`config.mk`:
```
export PLATFORM = sky130hd
export DESIGN_NAME = timer_peripheral
export DESIGN_NICKNAME = d
export VERILOG_FILES = /design/src/rtl/timer_peripheral_pkg.sv /design/src/rtl/timer_peripheral_tick_divider.sv /design/src/rtl/timer_peripheral.sv
export SDC_FILE = /design/constraint.sdc
export NUM_CORES = 1
export LEC_CHECK = 0
export CAP_MARGIN = 40
export CORE_ASPECT_RATIO = 2
export CORE_MARGIN = 10
export CORE_UTILIZATION = 40
export DETAILED_ROUTE_END_ITERATION = 8
export GPL_TIMING_DRIVEN = 0
export PLACE_DENSITY = 0.68
export SLEW_MARGIN = 40
export SYNTH_ARGS = -nofsm -noshare
export SYNTH_HDL_FRONTEND = slang
export SYNTH_HIERARCHICAL = 1
export SYNTH_SLANG_ARGS = --single-unit
```
`constraint.sdc`:
```
create_clock -name clk -period 3.95 [get_ports clk]
set_clock_uncertainty 0.05 [all_clocks]
set_input_delay 0.79 -clock clk [delete_from_list [all_inputs] [get_ports clk]]
set_output_delay 0.79 -clock clk [all_outputs]
set_load 0.005 [all_outputs]
```
`src/rtl/timer_peripheral_pkg.sv`:
```
// Shared address map and register field definitions for the timer peripheral.
// Building with TIMER_IRQ_EN defined enables the PEND status bit and the irq line.
package timer_peripheral_pkg;

   localparam logic [31:0] TIMER_ADDRESS = 32'h0000_2000;

   localparam logic [1:0] TIMER_CNT27 = 2'd0;
   localparam logic [1:0] TIMER_CNT1M = 2'd1;
   localparam logic [1:0] TIMER_CMP   = 2'd2;
   localparam logic [1:0] TIMER_CTRL  = 2'd3;

   localparam int CTRL_EN_BIT   = 0;
   localparam int CTRL_PEND_BIT = 1;
   localparam int CTRL_AUTO_BIT = 2;

   function automatic logic [31:0] ctrl_word(input logic en, input logic pend, input logic auto_rl);
      logic [31:0] w;
      w = 32'd0;
      w[CTRL_EN_BIT]   = en;
      w[CTRL_PEND_BIT] = pend;
      w[CTRL_AUTO_BIT] = auto_rl;
      return w;
   endfunction

endpackage

```
`src/rtl/timer_peripheral_tick_divider.sv`:
```
// Prescaler: emits a one-cycle tick every PRESCALE enabled clocks; en=0 freezes the phase.
module tick_divider #(
   parameter int PRESCALE = 27
) (
   input  logic clk,
   input  logic rst,
   input  logic en,
   output logic tick
);

   logic [7:0] cnt_q;
   logic [7:0] cnt_d;
   logic       wrap_s;

   // Phase counter next-state
   always_comb begin
      cnt_d  = cnt_q;
      wrap_s = (cnt_q == 8'(PRESCALE - 1));
      if (en) begin
         if (wrap_s) begin
            cnt_d = 8'd0;
         end else begin
            cnt_d = cnt_q + 8'd1;
         end
      end else begin
         cnt_d = cnt_q;
      end
   end

   // Phase counter register
   always_ff @(posedge clk) begin
      if (rst) begin
         cnt_q <= 8'd0;
      end else begin
         cnt_q <= cnt_d;
      end
   end

   assign tick = en && wrap_s;

endmodule

```
`src/rtl/timer_peripheral.sv`:
```
// Memory-mapped timer: 27 MHz and 1 MHz counters, compare/alarm, control/status and irq.
// Optional macro TIMER_IRQ_EN enables the PEND bit and the irq output.
module timer_peripheral
   import timer_peripheral_pkg::*;
#(
   parameter int          PRESCALE  = 27,
   parameter logic [31:0] CMP_RESET = 32'hFFFF_FFFF
) (
   input  logic        clk,
   input  logic        rst,
   input  logic        sel,
   input  logic [1:0]  addr,
   input  logic        ren,
   input  logic        wen,
   input  logic [31:0] wdata,
   output logic [31:0] rdata,
   output logic        irq,
   output logic [31:0] counter27M,
   output logic [31:0] counter1M
);

   logic [31:0] cnt27_q, cnt27_d;
   logic [31:0] cnt1m_q, cnt1m_d;
   logic [31:0] cmp_q, cmp_d;
   logic [31:0] rdata_q, rdata_d;
   logic        en_q, en_d;
   logic        auto_q, auto_d;
   logic        pend_q, pend_d;
   logic        tick_s, wr_s, rd_s, cnt1m_wr_s, match_s;
   logic [31:0] next_1m_s;

   tick_divider #(.PRESCALE(PRESCALE)) u_tick_divider (
      .clk  (clk),
      .rst  (rst),
      .en   (en_q),
      .tick (tick_s)
   );

   // Next-state for counters, CPU-visible registers and read data
   always_comb begin
      wr_s       = sel & wen;
      rd_s       = sel & ren;
      next_1m_s  = cnt1m_q + 32'd1;
      cnt27_d    = cnt27_q + 32'd1;
      cnt1m_d    = cnt1m_q;
      cmp_d      = cmp_q;
      en_d       = en_q;
      auto_d     = auto_q;
      pend_d     = pend_q;
      rdata_d    = rdata_q;
      cnt1m_wr_s = wr_s && (addr == TIMER_CNT1M);
      // A CPU load of CNT1M overrides the tick and suppresses the compare.
      match_s    = tick_s && !cnt1m_wr_s && (next_1m_s == cmp_q);

      if (cnt1m_wr_s) begin
         cnt1m_d = wdata;
      end else if (tick_s) begin
         cnt1m_d = (match_s && auto_q) ? 32'd0 : next_1m_s;
      end else begin
         cnt1m_d = cnt1m_q;
      end

      if (wr_s) begin
         case (addr)
            TIMER_CMP: cmp_d = wdata;
            TIMER_CTRL: begin
               en_d   = wdata[CTRL_EN_BIT];
               auto_d = wdata[CTRL_AUTO_BIT];
            end
            default: cmp_d = cmp_q;
         endcase
      end else begin
         cmp_d = cmp_q;
      end

`ifdef TIMER_IRQ_EN
      if (match_s) begin
         pend_d = 1'b1;
      end else if (wr_s && (addr == TIMER_CTRL) && wdata[CTRL_PEND_BIT]) begin
         pend_d = 1'b0;
      end else begin
         pend_d = pend_q;
      end
`else
      pend_d = 1'b0;
`endif

      if (rd_s) begin
         case (addr)
            TIMER_CNT27: rdata_d = cnt27_q;
            TIMER_CNT1M: rdata_d = cnt1m_q;
            TIMER_CMP:   rdata_d = cmp_q;
            TIMER_CTRL:  rdata_d = ctrl_word(en_q, pend_q, auto_q);
            default:     rdata_d = 32'd0;
         endcase
      end else begin
         rdata_d = rdata_q;
      end
   end

   // State registers
   always_ff @(posedge clk) begin
      if (rst) begin
         cnt27_q <= 32'd0;
         cnt1m_q <= 32'd0;
         cmp_q   <= CMP_RESET;
         rdata_q <= 32'd0;
         en_q    <= 1'b1;
         auto_q  <= 1'b0;
         pend_q  <= 1'b0;
      end else begin
         cnt27_q <= cnt27_d;
         cnt1m_q <= cnt1m_d;
         cmp_q   <= cmp_d;
         rdata_q <= rdata_d;
         en_q    <= en_d;
         auto_q  <= auto_d;
         pend_q  <= pend_d;
      end
   end

   assign rdata      = rdata_q;
   assign counter27M = cnt27_q;
   assign counter1M  = cnt1m_q;
`ifdef TIMER_IRQ_EN
   assign irq = pend_q;
`else
   assign irq = 1'b0;
`endif

endmodule

```
==> results of run 1 <==
## sequential cells by signal, indices dropped and copies added, names as in the netlist
| signal | cells |
|---|---|
| cmp_q | 32 |
| counter1M | 32 |
| counter27M | 32 |
| rdata | 32 |
| u_tick_divider/cnt_q | 8 |
| auto_q | 1 |
| en_q | 1 |
## per-stage QoR
stage | setup TNS (ps) | instances | hold slack, ps
after detailed placement | -12980 | 1387 | 436
after floorplan | 0 | 996 | 397
after CTS | 0 | 1423 | 448
after global placement | -13360 | 1387 | 422
after global routing | 0 | 1423 | 472
final | 0 | 1423 | 445
## layout make-up
cell class                      instances  area share
Timing Repair Buffer                  137       0.131
Clock buffer                           25      0.0486
Multi-Input combinational cell        767       0.464
Buffer                                 78      0.0415
Clock inverter                          7      0.0130
Inverter                               12     0.00433
Tap cell                              259      0.0312
Sequential cell                       138       0.266
## cell usage in the layout (no fill, tap or decap), types with 6 or more instances in the layout
cell type        synthesis  routed
nand2_1                110     109
or3_1                   15      15
o21ai_0                 16      16
mux2i_1                 38      37
nor2_1                 145     145
and4_1                   6       6
clkbuf_1                47      48
xor2_1                  48      48
nand4_1                 39      39
nor3_1                  13       9
nand3b_1                32      32
clkbuf_16                0      17
clkbuf_8                 7      12
dfxtp_1                138     132
buf_2                   10       6
clkdlybuf4s50_1          0     132
buf_4                    3      11
dfxtp_2                  0       6
a21oi_1                 74      74
inv_1                   12      12
xnor2_1                 39      39
and3_1                  21      21
nand3_1                 29      27
a211oi_1                41      41
## what timing repair did
item                       4_1_cts  5_1_grt
pin swaps                        3        5
buffers inserted                 4        1
setup endpoints to repair       32       27
resized for setup               15       20
## metal layers
metal  track usage  vias up  share of wire
met5             0        -              0
met2         0.445      310           0.54
met1         0.227     3882           0.35
li1              -     3818              -
met4         0.169        0          0.068
met3        0.0414      106          0.048
## synth_stat cells, drive strengths merged, types with 3 or more instances
cell type / n
a21o: 3
nand2: 111
o211ai: 4
nor2b: 5
and3: 22
or2: 5
clkbuf: 58
a221oi: 3
ha: 4
nand3: 33
inv: 12
or4: 6
o21bai: 3
nor4: 8
a32oi: 3
dfxtp: 138
nor2: 145
a21oi: 74
o221ai: 3
nand3b: 32
xnor2: 39
buf: 21
a211oi: 41
and4: 6
xor2: 48
nand4: 40
a211o: 4
and2: 5
or3: 17
a311oi: 3
o21ai: 17
mux2i: 38
nor3: 13
## how the worst max path moves through the flow
| stage | start | to | slack, ps | cells past startpoint |
|---|---|---|---|---|
| after global placement | wen | counter1M[4] | -760 | 10 |
| after detailed placement | wen | counter1M[4] | -730 | 10 |
| final | counter1M[15] | counter1M[6] | 9 | 13 |
| after global routing | counter1M[15] | counter1M[3] | 0.2 | 12 |
| after CTS | counter1M[3] | counter1M[6] | 10 | 13 |
| after floorplan | counter1M[3] | counter1M[20] | 390 | 13 |
## cells by family (layout without fill, tap and decap cells)
group,after synthesis,after routing,synth area share
simple gates,458,458,0.289
compound gates,175,175,0.144
flops,138,138,0.348
buf+inv,91,259,0.0582
xor+xnor,88,88,0.0989
mux,41,41,0.0551
fa+ha+maj,4,4,0.00631
other cells,1,1,0.000473
## power groups by stage
| stage | clock network, uW | registers (uW) | logic (uW) |
|---|---|---|---|
| CTS | 1780 | 1490 | 405 |
| global route | 1840 | 1500 | 437 |
| finish | 1760 | 1490 | 407 |
| detailed placement | 0 | 1520 | 399 |
| global placement | 0 | 1520 | 398 |
| floorplan | 0 | 1510 | 207 |
## worst register-to-register path: cells and delay by family (launching register included)
family	cells	cell delay [ps]
and+or+nand+nor	5	1890
DFF	1	370
AOI/OAI and AO/OA	3	540
buffers and inverters	4	710
muxes	1	240
==> results.toml, run 1 <==
[floorplan]
io_pins = 136
dieArea_sq_um = 26200
start_util = 0.408
die_x_um = 120
num_rows = 72
dieHeight_um = 219
core_area_sq_um = 19500

[yosys]
postSynthAreaPerCell_sq_um = 7.96
syn_area_sq_um = 7930
synth-seq-area-share = 0.348
ys_top_cells_by_area = "dfxtp_1 35%, nor2_1 6.9%, xor2_1 5.3%, nand2_1 5.2%, mux2i_1 4.8%"
syn_nets = 1039
ys_ff_latch = 138
synth_area_leader_cell = "dfxtp_1"
synth_edf_count = 0
synthArstFlopShare = 0
yosysTopAreaCellShare = 0.348
ys_types = 72
synthFlopType = "dfxtp_1"
synth_cells = 996
yosys_warnings = 6

[setup_path]
max_stage_delay_ps = 570
reg2reg_from = "counter1M[15]"
cp.arrival_ps = 4170
cp-end-kind = "flip-flop"
r2r_cells = 13
r2r_end = "counter1M[6]"
worst_ep_required_time_ps = 4180
cp_num_buf_inv = 4
reg2reg_slack_ps = 9
crit_slowest_cell = "or4_4"
cp_cell_sequence = "buf_4 > nand4_2 > or4_4 > or4_1 > buf_2 > mux2i_4 > o21ai_1 > a2111o_1 > or4_4 > buf_6 > buf_8 > nand3_1 > a21oi_1"
worstSetupStartpointType = "flip-flop"
path_class = "reg -> reg"
critPathMaxFanout = 10
crit_top_cell = "or4_4"
crit_family = "simple AND/OR/NAND/NOR gates"

[cells_and_area]
multi_input_area_sq_um = 4820
finalInstanceArea_sq_um = 10400
antenna-diode-count = 0
final-seq-area_sq_um = 2770
final_util = 0.534
final_layout_size_suffix_gt1_frac = 0.0954
fin_nets = 1194
fillers = 1920
syn2layout_area_growth_pct = 31.1

[global_routing]
grt_pass1_wl_um = 47600
antenna_found_initial = 0
grt-ovfl-total = 0
grt_max_degree = 17
grt_pass1_vias = 8221
grt_usage = 0.238

[timing]
fmax_ghz = 0.254
max_slew_margin = 0.368
final.min_clock_period_ps = 3940
rsz0062_at_grt = "no"
tightest_slew_ps = 949
fin_ws_ps = 8.85
hold_viol = 0
setup_violations = 0
slew_violations = 0
post-route-period-util = 0.998

[power]
intPower_uw = 2770
power_leakage_uw = 0.00376
swShare = 0.243
power_density_nw_per_um2 = 352
power_uw = 3660
power.share.combinational = 0.111
peakVddDrop_uv = 222
p_seq_frac = 0.408
p_sw_uw = 888
clkPwrFrac = 0.481

[placement]
place_area_sq_um = 9590
dp_slack_ps = -727
io_buffers = 132
hpwl_um = 24800
place.gp.congestion = 0.980

[cts]
cts_hold_buffers = 0
clock_sinks = 138
htreeDepth = 4
cts_tree = "done"
cts_buffer_depth = 2
clk_latency_ps = 430
clock-root-buffer = "clkbuf_16"
cts_made_buffers = 17
clk_pin_slew_ps = 60

[route]
ant_nets = 0
via_per_inst = 5.70
num_vias = 8116
first_pass_iters = 5
drc = 0
drt_wl_total_um = 32100
wl_per_cell_um = 22.5
drtIter0Drc = 562

[run]
maxCapViolCount = 0

[hold_path]
hp-start = "rdata[20]"
holdPathStages = 2
hp-class = "reg -> reg"
worstHoldEndpoint = "rdata[20]"

[outcome]
outcome = "completed"
(Power assumes the default switching activity.)
==> run 2, diff against run 1 <==
--- a/config.mk
+++ b/config.mk
@@ -9,9 +9,10 @@
 export CORE_ASPECT_RATIO = 2
 export CORE_MARGIN = 10
 export CORE_UTILIZATION = 40
+export CTS_BUF_LIST = sky130_fd_sc_hd__clkbuf_8
 export DETAILED_ROUTE_END_ITERATION = 8
 export GPL_TIMING_DRIVEN = 0
-export PLACE_DENSITY = 0.68
+export PLACE_DENSITY = 0.62
 export SLEW_MARGIN = 40
 export SYNTH_ARGS = -nofsm -noshare
 export SYNTH_HDL_FRONTEND = slang
==> results.toml, run 2 (synthesis gave the netlist of run 1 again) <==
[power]
power_leakage_uw = 0.00367
power_density_nw_per_um2 = 315
peakVddDrop_uv = 185

[placement]
io_buffers = 132
place.gp.congestion = 1.01
placed_cells = 1387
hpwl_um = 25200

[cells_and_area]
syn2layout_area_growth_pct = 28.9
final_cells = 1425
antenna-diode-count = 0
fin_nets = 1197
final_cell_mix = "145 x nor2_1, 132 x clkdlybuf4s50_1, 131 x dfxtp_1"
final_layout_size_suffix_gt1_frac = 0.100
final_common_cell = "nor2_1"

[route]
drc = 0
drtIter0Drc = 556
first_pass_iters = 6
num_vias = 8233
wl_per_cell_um = 22.8
via_per_inst = 5.78
ant_nets = 0
drt_wl_total_um = 32500

[cts]
clk_latency_ps = 470
clk_pin_slew_ps = 80
cts_made_buffers = 17
clock-root-buffer = "clkbuf_8"
htreeDepth = 4
cts_buffer_depth = 2
clock_sinks = 138
cts_tree = "done"

[global_routing]
grt-ovfl-total = 0
antenna_found_initial = 0
grt_max_degree = 17
grt_usage = 0.245
grt_pass1_wl_um = 49300
grt_pass1_vias = 8367

[timing]
setup_tns_ps = 0
slew_violations = 0
tightest_slew_ps = 927
final.min_clock_period_ps = 3870
setup_violations = 0
rsz0062_at_grt = "no"
max_slew_margin = 0.382
post-route-period-util = 0.980
hold_viol = 0
fmax_ghz = 0.258

[floorplan]
io_pins = 136
num_rows = 72
core_area_sq_um = 19500
start_util = 0.408
dieHeight_um = 219
die_x_um = 120
dieArea_sq_um = 26200

[setup_path]
worst_ep_required_time_ps = 4220
critPathMaxFanout = 10
cp-end-kind = "flip-flop"
cp.arrival_ps = 4140
max_stage_delay_ps = 520
crit_slowest_cell = "or4_4"
worstSetupStartpointType = "flip-flop"
path_class = "reg -> reg"
cp_cell_sequence = "buf_4 > nand4_1 > buf_4 > or4_4 > or3_1 > buf_2 > xnor2_1 > a211o_2 > a2111o_1 > or4_4 > buf_6 > buf_8 > nand3_1 > a21oi_1"

[outcome]
outcome = "completed"

[run]
maxCapViolCount = 0

[hold_path]
hp-class = "reg -> reg"
-- run 2: stage by stage --
stage / power (uW) / area (sq um) / hold WS, ps / setup WS, ps / util
2_1_floorplan: 1720 / 7930 / 397 / 394 / -
3_5_place_dp: 1920 / 9600 / 423 / -922 / 0.493
5_1_grt: 3340 / 10200 / 469 / 1.25 / 0.525
6_report: 3220 / 10200 / 448 / 78.1 / 0.525
3_3_place_gp: 1920 / 9580 / 416 / -928 / 0.492
4_1_cts: 3240 / 10200 / 447 / 2.71 / 0.522
-- run 2: area by class of cell --
class | instances | area (sq um)
fillers | 1946 | 9240
multi-input cells | 767 | 4820
flip-flops and latches | 138 | 2770
repair buffers | 141 | 1390
plain buffers | 77 | 429
well taps | 259 | 324
clock buffers | 20 | 275
clock inverters | 11 | 169
inverters | 12 | 45.0
-- run 2: worst max-delay path, delay by kind of cell (launching register included) --
family          cells  cell delay, ps
simple gates        5            1530
buf+inv             5             830
compound gates      3             750
flops               1             370
xor+xnor            1             190
-- run 2: per-layer routing --
layer,vias to the layer above,track usage,share of wire
met4,0,0.179,0.074
met5,-,0,0
met3,142,0.0476,0.050
met1,3920,0.238,0.35
met2,338,0.450,0.53
li1,3833,-,-
-- run 2: timing repair --
item,4_1_cts,5_1_grt
endpoints found under the setup margin,32,28
gates resized for setup,17,17
hold endpoints to repair,0,0
buffers inserted,8,0
hold buffers,0,0
pin swaps,5,1
-- run 2: where the power goes --
group / switching, uW / internal (uW)
registers: 51.3 / 1440
logic: 214 / 192
clock network: 594 / 733
-- run 2: worst paths after layout --
check | from | to | slack, ps | depth (start not counted)
worst min-delay path | en_q | en_q | 450 | 1
worst min register to register | en_q | en_q | 450 | 1
worst max register to register | counter1M[2] | counter1M[6] | 80 | 14
worst max-delay path | counter1M[2] | counter1M[6] | 80 | 14
